===== config.mk =====
export PLATFORM = sky130hd
export DESIGN_NAME = fe_instr_q
export DESIGN_NICKNAME = d
export VERILOG_FILES = /design/src/rtl/fe_instr_q_pkg.sv /design/src/rtl/fe_instr_q.sv
export SDC_FILE = /design/constraint.sdc
export NUM_CORES = 1
export LEC_CHECK = 0
export CAP_MARGIN = 10
export CORE_UTILIZATION = 45
export CTS_CLUSTER_DIAMETER = 40
export DETAILED_ROUTE_END_ITERATION = 8
export MAX_ROUTING_LAYER = met4
export PLACE_DENSITY = 0.67
export SYNTH_ARGS = -nofsm -noshare
export SYNTH_HDL_FRONTEND = slang
export SYNTH_SLANG_ARGS = --single-unit

===== constraint.sdc =====
create_clock -name clk -period 14.6 [get_ports clk]
set_clock_uncertainty 0.1 [all_clocks]
set_input_delay 4.38 -clock clk [delete_from_list [all_inputs] [get_ports clk]]
set_output_delay 4.38 -clock clk [all_outputs]
set_load 0.02 [all_outputs]

===== src/rtl/fe_instr_q_pkg.sv =====
// Shared types and constants for the front-end instruction queue.
// t_instr_pkt is the fetch packet handed from fetch to decode; FE_INSTR_Q_DEPTH
// is the depth used by the core-level instantiation.
package fe_instr_q_pkg;

  typedef struct packed {
    logic [31:0] pc;
    logic [31:0] instr;
    logic [31:0] simid;
  } t_instr_pkt;

  localparam int FE_INSTR_Q_DEPTH = 4;

endpackage


===== src/rtl/fe_instr_q.sv =====
// Instruction queue between fetch and decode.
// Buffers up to DEPTH fetch packets and presents them to decode in push order.
// A branch mispredict flushes everything so no wrong-path packet reaches decode.
// Optional macro FE_INSTR_Q_BYPASS_EN: when the queue is empty, a fetch packet
// is forwarded combinationally to decode (zero-cycle latency) and is only
// written into storage if decode stalls that cycle.
//
// Handshake: fetch offers instr_fe1 while valid_fe1=1 and holds it stable until a
// cycle where stall_fe=0 (transfer happens at that clock edge). Decode takes
// instr_de0 on any cycle where valid_de0=1 and stall_de=0. A flush cycle
// (br_mispred_rb1=1) transfers nothing in either direction.
module fe_instr_q
  import fe_instr_q_pkg::*;
#(
  parameter int DEPTH = FE_INSTR_Q_DEPTH
) (
  input  logic       clk,
  input  logic       reset,
  input  logic       br_mispred_rb1,
  input  logic       valid_fe1,
  input  t_instr_pkt instr_fe1,
  output logic       stall_fe,
  output logic       valid_de0,
  output t_instr_pkt instr_de0,
  input  logic       stall_de
);

  localparam int PW = $clog2(DEPTH);
  localparam int CW = PW + 1;
  localparam logic [CW-1:0] FULL_CNT = CW'(DEPTH);

  t_instr_pkt    entries_q [DEPTH];
  logic [PW-1:0] wr_ptr_q, wr_ptr_d;
  logic [PW-1:0] rd_ptr_q, rd_ptr_d;
  logic [CW-1:0] count_q, count_d;

  logic q_empty;
  logic push;
  logic pop;
  logic bypass_take;
  logic wr_en;
  logic rd_en;

  assign q_empty  = (count_q == '0);
  // Full flag comes straight from the count flop: no path from stall_de.
  assign stall_fe = (count_q == FULL_CNT);
  assign push     = valid_fe1 & ~stall_fe & ~br_mispred_rb1;
  assign pop      = valid_de0 & ~stall_de & ~br_mispred_rb1;

`ifdef FE_INSTR_Q_BYPASS_EN
  logic bypass;
  assign bypass      = q_empty & valid_fe1 & ~br_mispred_rb1;
  assign valid_de0   = ~q_empty | bypass;
  assign instr_de0   = !q_empty ? entries_q[rd_ptr_q] : (bypass ? instr_fe1 : '0);
  // Forwarded and consumed in the same cycle: never stored.
  assign bypass_take = bypass & ~stall_de;
`else
  assign valid_de0   = ~q_empty;
  assign instr_de0   = q_empty ? '0 : entries_q[rd_ptr_q];
  assign bypass_take = 1'b0;
`endif

  // A bypassed packet is popped straight from the fetch bus, not from storage.
  assign wr_en = push & ~bypass_take;
  assign rd_en = pop & ~q_empty;

  // Next-state for pointers and occupancy.
  always_comb begin
    wr_ptr_d = wr_ptr_q + PW'(wr_en);
    rd_ptr_d = rd_ptr_q + PW'(rd_en);
    count_d  = count_q + CW'(wr_en) - CW'(rd_en);
  end

  // Pointer/count registers; reset wins over flush, flush empties the queue.
  always_ff @(posedge clk) begin
    if (reset) begin
      wr_ptr_q <= '0;
      rd_ptr_q <= '0;
      count_q  <= '0;
    end else if (br_mispred_rb1) begin
      wr_ptr_q <= '0;
      rd_ptr_q <= '0;
      count_q  <= '0;
    end else begin
      wr_ptr_q <= wr_ptr_d;
      rd_ptr_q <= rd_ptr_d;
      count_q  <= count_d;
    end
  end

  // Packet storage; contents are don't-care until written, so no reset.
  always_ff @(posedge clk) begin
    if (wr_en) begin
      entries_q[wr_ptr_q] <= instr_fe1;
    end
  end

`ifdef ASSERT
  logic [31:0] last_simid_q;
  logic        have_last_q;

  // SIMIDs seen by decode must strictly increase between flushes/resets.
  always_ff @(posedge clk) begin
    if (reset || br_mispred_rb1) begin
      have_last_q <= 1'b0;
    end else if (pop) begin
      if (have_last_q) begin
        assert (instr_de0.simid > last_simid_q)
          else $error("fe_instr_q: SIMID order violated (%0d after %0d)",
                      instr_de0.simid, last_simid_q);
      end
      last_simid_q <= instr_de0.simid;
      have_last_q  <= 1'b1;
    end
  end
`endif

endmodule


; Yosys cells after proc, flatten, opt, wreduce, memory -nomap -nowiden
; Memories as Yosys holds them, arrays and structs flattened. A register that Yosys moved wholly into a read port is not among the register bits.
; Cells that the tools add are included.
[classes]
addsub = 4
n_eq_ne = 1
muxes = 4
bitwise = 9
n_reduce_logical = 2
[ops]
columns = cell, n
row1 = 96-bit 2-to-1 mux, 1
row2 = 1-bit bitwise AND, 5
row3 = 2-bit by 1-bit adder with 2-bit output, 2
row4 = 1-bit NOT, 4
row5 = 3-bit by 1-bit adder with 3-bit output, 1
row6 = "3-bit equality test, second input constant", 1
row7 = 3-bit logical NOT, 1
row8 = 3-bit by 1-bit subtractor with 3-bit output, 1
row9 = 1-bit 2-to-1 mux, 2
row10 = 2-bit 2-to-1 mux, 1
row11 = 2-bit OR reduction, 1
[totals]
ff_bits = 7
ramBits = 384
in_bits = 101
output_inout_bits = 98
wordCells = 24
mem_count = 1
[mem_list]
columns = memory, depth, word_bits, rd, rd_clocked_by_memory_dff, wr, line
row1 = entries_q, 4, 96, 1, 1, 1, fe_instr_q.sv:32  ; t_instr_pkt entries_q [DEPTH];

; Logic depth before layout (Yosys ltp)
; Gate-level depths: netlist of run 1.
[depth]
word_depth = 7
depth_mapped = 8
depth_no_buf = 8

; Worst setup path before layout of run 1
; OpenSTA, ideal clock, no wires.
[synth_timing]
kind = input to register
from = input port br_mispred_rb1
to = memory entries_q[1][0] (netlist name) (enable)
setup_time_ns = 0.688
arrival_ns = 11.644
t_required_ns = 13.812
path_slack_ns = 2.167
path_stages = 2
path_buffers = 0
path_cell_list = nand3b_1 -> nor3b_1
[synth_between]
elab_chain_cells = 4
[synth_rtl]
columns = element, line
row1 = "start, declared", fe_instr_q.sv:19  ; input logic br_mispred_rb1,
row2 = 1-bit NOT, fe_instr_q.sv:47  ; assign push = valid_fe1 & ~stall_fe & ~br_mispred_rb1;
row3 = 1-bit bitwise AND, fe_instr_q.sv:47
row4 = 1-bit 2-to-1 mux, fe_instr_q.sv:93  ; if (wr_en) begin
row5 = 1-bit 2-to-1 mux (implied by the code), fe_instr_q.sv:94  ; entries_q[wr_ptr_q] <= instr_fe1;
row6 = "end, declared", fe_instr_q.sv:32
; No other way between the ends.

==> impl_metrics.csv, run 1 <==
group,metric,value,unit
outcome,status,"finished, final reports clean",
cells_and_area,fin_cells,1368,
global_routing,grt_pass1_wl,43.15,mm
cells_and_area,fillers,2360,
critical_path,crit_arrival,4070,ps
cells_and_area,drive_gt1_share,21.24,%
pwr,p_sw_share,19.71,%
floorplanning,fp.dieW,183.8,µm
yosys,syn_nets,757,
yosys,synth_area_leaders,"edfxtp_1 (78%), mux4_2 (15%), and2_1 (4.2%)",
sta,setup_ws,6054,ps
floorplanning,io_pins,199,
critical_path,crit_path_frequent_cell,"buf_4",
sta,period_needed,8546,ps
yosys,ys_types,27,
clocking,cts_setup_buffers,0,
cells_and_area,fin_nets,988,
global_routing,grt_usage,17.66,%
critical_path,crit_required,10120,ps
global_routing,grt_pass1_vias,7523,
yosys,postSynthAreaPerCell,22.76,µm²
sta,period_share,58.53,%
yosys,syn-instance-count,653,
critical_path,slowest_stage,"dfxtp_4",
sta,slew_headroom,37.22,%
global_routing,antenna_found_initial,3,
placed_design,placedCellCount,1274,
critical_path,critPathMaxFanout,38,
critical_path,crit_path_end_kind,"output pin",
yosys,yosysTopAreaCell,"edfxtp_1",
clocking,cts_tree,"done",
routing,vias,7074,
cells_and_area,final_util,58.68,%
global_routing,overflow,0,
pwr,p_seq_share,48.0,%
placed_design,post-place-ws,6433,ps
yosys,yosys_register_bits,391,
placed_design,dp_hpwl,16.07,mm
critical_path,critical_path_class,"flop to output pin",
floorplanning,die_h,183.8,µm
critical_path,critPathBufInv,3,
hold_path,holdCritPathClass,"flop to flop",
floorplanning,start_util,45.69,%
pwr,p_leak,6.044,nW
pwr,p_clk_share,47.7,%
placed_design,portBuffers,198,
sta,tightestPinTransition,941.7,ps
sta,setup_violations,0,
yosys,ys_warn_count,0,
pwr,pwr-share-comb,4.3,%
critical_path,path_delay_family,"buffers and inverters",
routing,ant_nets,0,
cells_and_area,ff_latch_area,11680,µm²
yosys,netlist.area_leader.share,77.57,%
routing,wl_per_cell,20.81,µm
pwr,p_int,2.100,mW
clocking,clk_latency,530,ps
floorplanning,design.core.area,32540,µm²
pwr,p_per_area,137.0,nW/µm²
global_routing,grt_max_degree,63,
clocking,root_buffer,"clkbuf_16",
sta,hold_viol_final,0,
clocking,cts_htree_levels,2,
critical_path,crit_path_start_kind,"flop",
sta,fmax,0.1170,GHz
placed_design,globalplace.congestion,0.7062,
floorplanning,fp-row-count,66,
pwr,ir_worst_vdd,116.2,µV
routing,route.detailed.drc,0,
yosys,syn_area,14870,µm²
clocking,cts_sinks,391,
cells_and_area,area_delta_synth_final,28.44,%
clocking,clk_path_buf_depth,3,
cells_and_area,multi_input_area,3028,µm²
pwr,switchingPower,0.5154,mW
sta,grt_setup_unrepaired,"false",
routing,drt-pass1-iter-count,4,
critical_path,slowest_delay,800,ps
clocking,numCtsBuffers,50,
critical_path,crit_chain,"buf_4 -> buf_4 -> mux4_2 -> and2_1 -> clkdlybuf4s50_1",
sta,tns,0,ps
routing,wirelength,28.47,mm
sta,drv_slew,0,
clocking,post_cts_resized,0,
clocking,path_clk_slew,50,ps
yosys,ys_seq_area_share,78.51,%
clocking,holdBufCountCts,0,
routing,viasPerCell,5.171,
run,cap_viol_max_count,0,
floorplanning,die_area,33770,µm²
routing,drtIter0Drc,421,
Yosys cell counts:
library cell and n:
edfxtp_1 384, and2_1 99, mux4_2 96, clkbuf_1 16, buf_2 12, dfxtp_1 7
inv_1 4, nand2_1 4, nor3_1 4, nor3b_1 4, nor2_1 3, xnor2_1 3
ha_1 2, or3_1 2, a2111oi_0 1, a21boi_0 1, buf_12 1, buf_4 1
buf_6 1, buf_8 1, fa_1 1, mux2i_1 1, nand3b_1 1, nor3_2 1
nor4_1 1, o21ai_0 1, or3b_2 1
logic make-up after synthesis:
family / count (synthesis) / share of synthesized area (%)
mux: 97 / 14.61
buf+inv: 36 / 1.271
simple gates: 120 / 4.983
xor+xnor: 3 / 0.1768
compound gates: 3 / 0.1431
flops: 391 / 78.51
fa+ha+maj: 3 / 0.3030
flip-flops by register name, summed over array words and instances (netlist names):
name       count
entries_q    384
count_q        3
rd_ptr_q       2
wr_ptr_q       2
power groups by stage:
stage	Sequential [mW]	Clock [mW]	Combinational (mW)
floorplan	1.28	0	0.0465
global route	1.26	1.32	0.120
finish	1.26	1.25	0.112
detailed placement	1.28	0	0.113
global placement	1.28	0	0.111
CTS	1.26	1.28	0.114
area by class of cell:
cell class | instances | share of cell area [%]
well taps | 442 | 2.896
diodes | 3 | 0.03932
repair buffers | 211 | 10.89
inverters | 4 | 0.07864
flip-flops and latches | 391 | 61.17
clock buffers | 60 | 6.861
clock inverters | 31 | 2.208
multi-input cells | 226 | 15.86
worst reg2reg max path: cells and delay by family (launching register included):
family | cells | cell delay [ps]
buffers and inverters | 1 | 740
flip-flops | 1 | 440
AND/OR/NAND/NOR | 3 | 710
stage by stage:
stage	instance area (µm²)	hold slack (ps)	power (mW)
floorplan	14870	433.4	1.328
global placement	17350	492.3	1.390
detailed placement	17350	482.2	1.392
CTS	19090	504.2	2.646
global route	19090	529.5	2.699
finish	19090	503.0	2.615
cells in the final DEF (no fill, tap or decap), drive strengths merged:
cell type / n
ha: 2
clkdlybuf4s50: 198
and2: 99
fa: 1
dfxtp: 7
clkinvlp: 2
a21boi: 1
nor2: 3
o21ai: 1
clkinv: 15
edfxtp: 384
clkbuf: 60
nand2: 4
buf: 13
bufinv: 8
or3b: 1
nor4: 1
mux2i: 1
or3: 2
mux4: 96
nor3: 5
diode: 3
nand3b: 1
nor3b: 4
inv: 10
a2111oi: 1
xnor2: 3
worst paths after layout:
kind / startpoint / end / slack (ps) / depth (start not counted)
min reg2reg: count_q[2] / count_q[2] / 500 / 2
max: rd_ptr_q[0] / instr_de0[85] / 6050 / 5
min: count_q[2] / count_q[2] / 500 / 2
max reg2reg: count_q[1] / entries_q[2][0] / 12190 / 4
per-layer routing:
layer / GRT usage [%] / routed length (µm)
met5: - / 0
met4: 4.300 / 472
met3: 6.181 / 2474
met2: 28.73 / 13980
met1: 21.15 / 11540
(Power assumes the default switching activity.)
==> run 2: changes to the inputs <==
--- a/config.mk
+++ b/config.mk
@@ -10,7 +10,7 @@
 export CTS_CLUSTER_DIAMETER = 40
 export DETAILED_ROUTE_END_ITERATION = 8
 export MAX_ROUTING_LAYER = met4
-export PLACE_DENSITY = 0.67
+export PLACE_DENSITY = 0.7
 export SYNTH_ARGS = -nofsm -noshare
 export SYNTH_HDL_FRONTEND = slang
 export SYNTH_SLANG_ARGS = --single-unit
==> constraint.sdc (replaced) <==
create_clock -name clk -period 7 [get_ports clk]
set_clock_uncertainty 0.1 [all_clocks]
set_input_delay 2.1 -clock clk [delete_from_list [all_inputs] [get_ports clk]]
set_output_delay 2.1 -clock clk [all_outputs]
set_load 0.02 [all_outputs]
==> run 2 against run 1 <==
  * Power grew 100%
  * Combinational power rose by 110%
  * Wire length is 0.77% lower
  * Final cell count is 0.44% lower
  * Non-clock buffer count stayed put
  * Sequential share of layout area grew 0.13 points
  * Setup slack got worse by 4200 ps
  * Critical path type unchanged
  * Critical endpoint is now instr_de0[43]
==> impl_metrics.csv, run 2 (synthesis gave the netlist of run 1 again) <==
group,metric,value,unit
global_routing,grtUsageMet1,23.60,%
global_routing,grt_pass1_wl,43.51,mm
routing,wl_per_cell,20.74,µm
cells_and_area,largest_reg_flops,384,
placed_design,post-place-ws,2111,ps
sta,grt_setup_unrepaired,"false",
critical_path,critPathMaxFanout,52,
cells_and_area,final_util,58.56,%
hold_path,holdCritPathClass,"flop to flop",
sta,drv_slew,0,
pwr,ir_worst_vdd,209.2,µV
floorplanning,die_area,33770,µm²
global_routing,grt_use_met2,28.18,%
critical_path,slowest_stage,"dfxtp_4",
routing,wirelength,28.25,mm
run,cap_viol_max_count,0,
pwr,p_per_area,279.9,nW/µm²
cells_and_area,final_cell_mix,"edfxtp_1 (384), clkdlybuf4s50_1 (198), and2_1 (99)",
global_routing,overflow,0,
sta,hold_viol_final,0,
routing,ant_nets,0,
routing,viasPerCell,5.187,
floorplanning,fp.dieW,183.8,µm
routing,route.detailed.drc,0,
cells_and_area,reg.largest.list,"entries_q (384), count_q (3)",
clocking,holdBufCountCts,0,
global_routing,grt-busiest-layer,"met2",
cells_and_area,area_delta_synth_final,28.16,%
routing,vias,7065,
global_routing,grt_pass1_vias,7569,
outcome,status,"finished, final reports clean",
clocking,clk_path_buf_depth,3,
critical_path,slowest_delay,910,ps
clocking,cts_tree,"done",
placed_design,globalplace.congestion,0.7067,
cells_and_area,largest_register,"entries_q",
routing,drt-pass1-iter-count,4,
cells_and_area,fin_nets,987,
clocking,numCtsBuffers,49,
clocking,root_buffer,"clkbuf_16",
placed_design,portBuffers,198,
clocking,cts_sinks,391,
clocking,post_cts_resized,0,
floorplanning,die_h,183.8,µm
placed_design,dp_hpwl,15.99,mm
floorplanning,fp-row-count,66,
cells_and_area,drive_gt1_share,21.33,%
sta,tns,0,ps
critical_path,crit_chain,"buf_12 -> mux4_2 -> and2_1 -> clkdlybuf4s50_1",
floorplanning,design.core.area,32540,µm²
floorplanning,start_util,45.69,%
routing,drtIter0Drc,419,
cells_and_area,layout_commonest_cell,"edfxtp_1",
global_routing,grt_util_met3,3.744,%
critical_path,critical_path_class,"flop to output pin",
sta,setup_ws,1842,ps
clocking,cts_setup_buffers,0,
critical_path,crit_path_start_kind,"flop",
global_routing,grt_max_degree,58,
pwr,p_leak,6.000,nW
sta,period_share,73.68,%
global_routing,antenna_found_initial,1,
sta,fmax,0.1939,GHz
sta,period_needed,5158,ps
critical_path,critPathBufInv,2,
clocking,clk_latency,540,ps
floorplanning,io_pins,199,
critical_path,crit_arrival,2960,ps
sta,tightestPinTransition,864.3,ps
global_routing,grt_usage,17.91,%
placed_design,placedCellCount,1274,
sta,setup_violations,0,
clocking,path_clk_slew,60,ps
critical_path,crit_required,4800,ps
critical_path,crit_path_end_kind,"output pin",
cells_and_area,fin_cells,1362,
critical_path,path_delay_family,"buffers and inverters",
sta,slew_headroom,42.38,%
clocking,cts_htree_levels,2,
run 2: cell count changes in the layout (fill, tap and decap cells not counted), moves of 2 or more:
cell	delta
clkinvlp_4	+5
nor3b_4	+2
clkinv_2	+4
inv_8	+3
clkinv_1	+3
buf_12	+3
nor3b_2	-2
bufinv_16	-3
clkinv_4	-8
buf_4	-3
diode_2	-2
clkbuf_1	-7
run 2: worst paths after layout:
path	from	end	slack [ps]	cells past startpoint
min reg2reg	count_q[2]	count_q[2]	490	2
max reg2reg	count_q[1]	entries_q[3][38]	4340	4
min	count_q[2]	count_q[2]	490	2
max	rd_ptr_q[1]	instr_de0[43]	1840	4
run 2: worst register-to-register path, delay by kind of cell, from the launching register on:
family,cells,cell delay [ps]
simple gates,3,1220
buf+inv,1,520
flops,1,430
run 2: per-layer routing:
layer	part of all wire [%]	up-vias	wire length, µm
met5	0	-	0
met4	2.2	0	622
met3	5.6	53	1581
met2	49	232	13850
met1	43	3635	12190
li1	-	3145	-
run 2: per-stage QoR:
stage | hold slack [ps] | power, mW | area [µm²]
2_1_floorplan | 449.5 | 2.766 | 14880
3_3_place_gp | 480.3 | 2.899 | 17410
3_5_place_dp | 482.8 | 2.906 | 17410
4_1_cts | 495.2 | 5.400 | 19050
5_1_grt | 521.1 | 5.506 | 19050
6_report | 493.3 | 5.333 | 19050
run 2: final cells by class:
cell class,instances,area (µm²)
diodes,1,2.502
fillers,2372,13480
clock inverters,34,355.3
flip-flops and latches,391,11680
well taps,442,553.0
multi-input cells,226,3047
clock buffers,53,1284
repair buffers,211,2117
inverters,4,15.01
run 2: power breakdown:
part | switching (mW) | internal [mW] | total, mW
clock network | 0.955 | 1.52 | 2.48
registers | 0.00883 | 2.61 | 2.62
logic | 0.112 | 0.124 | 0.236
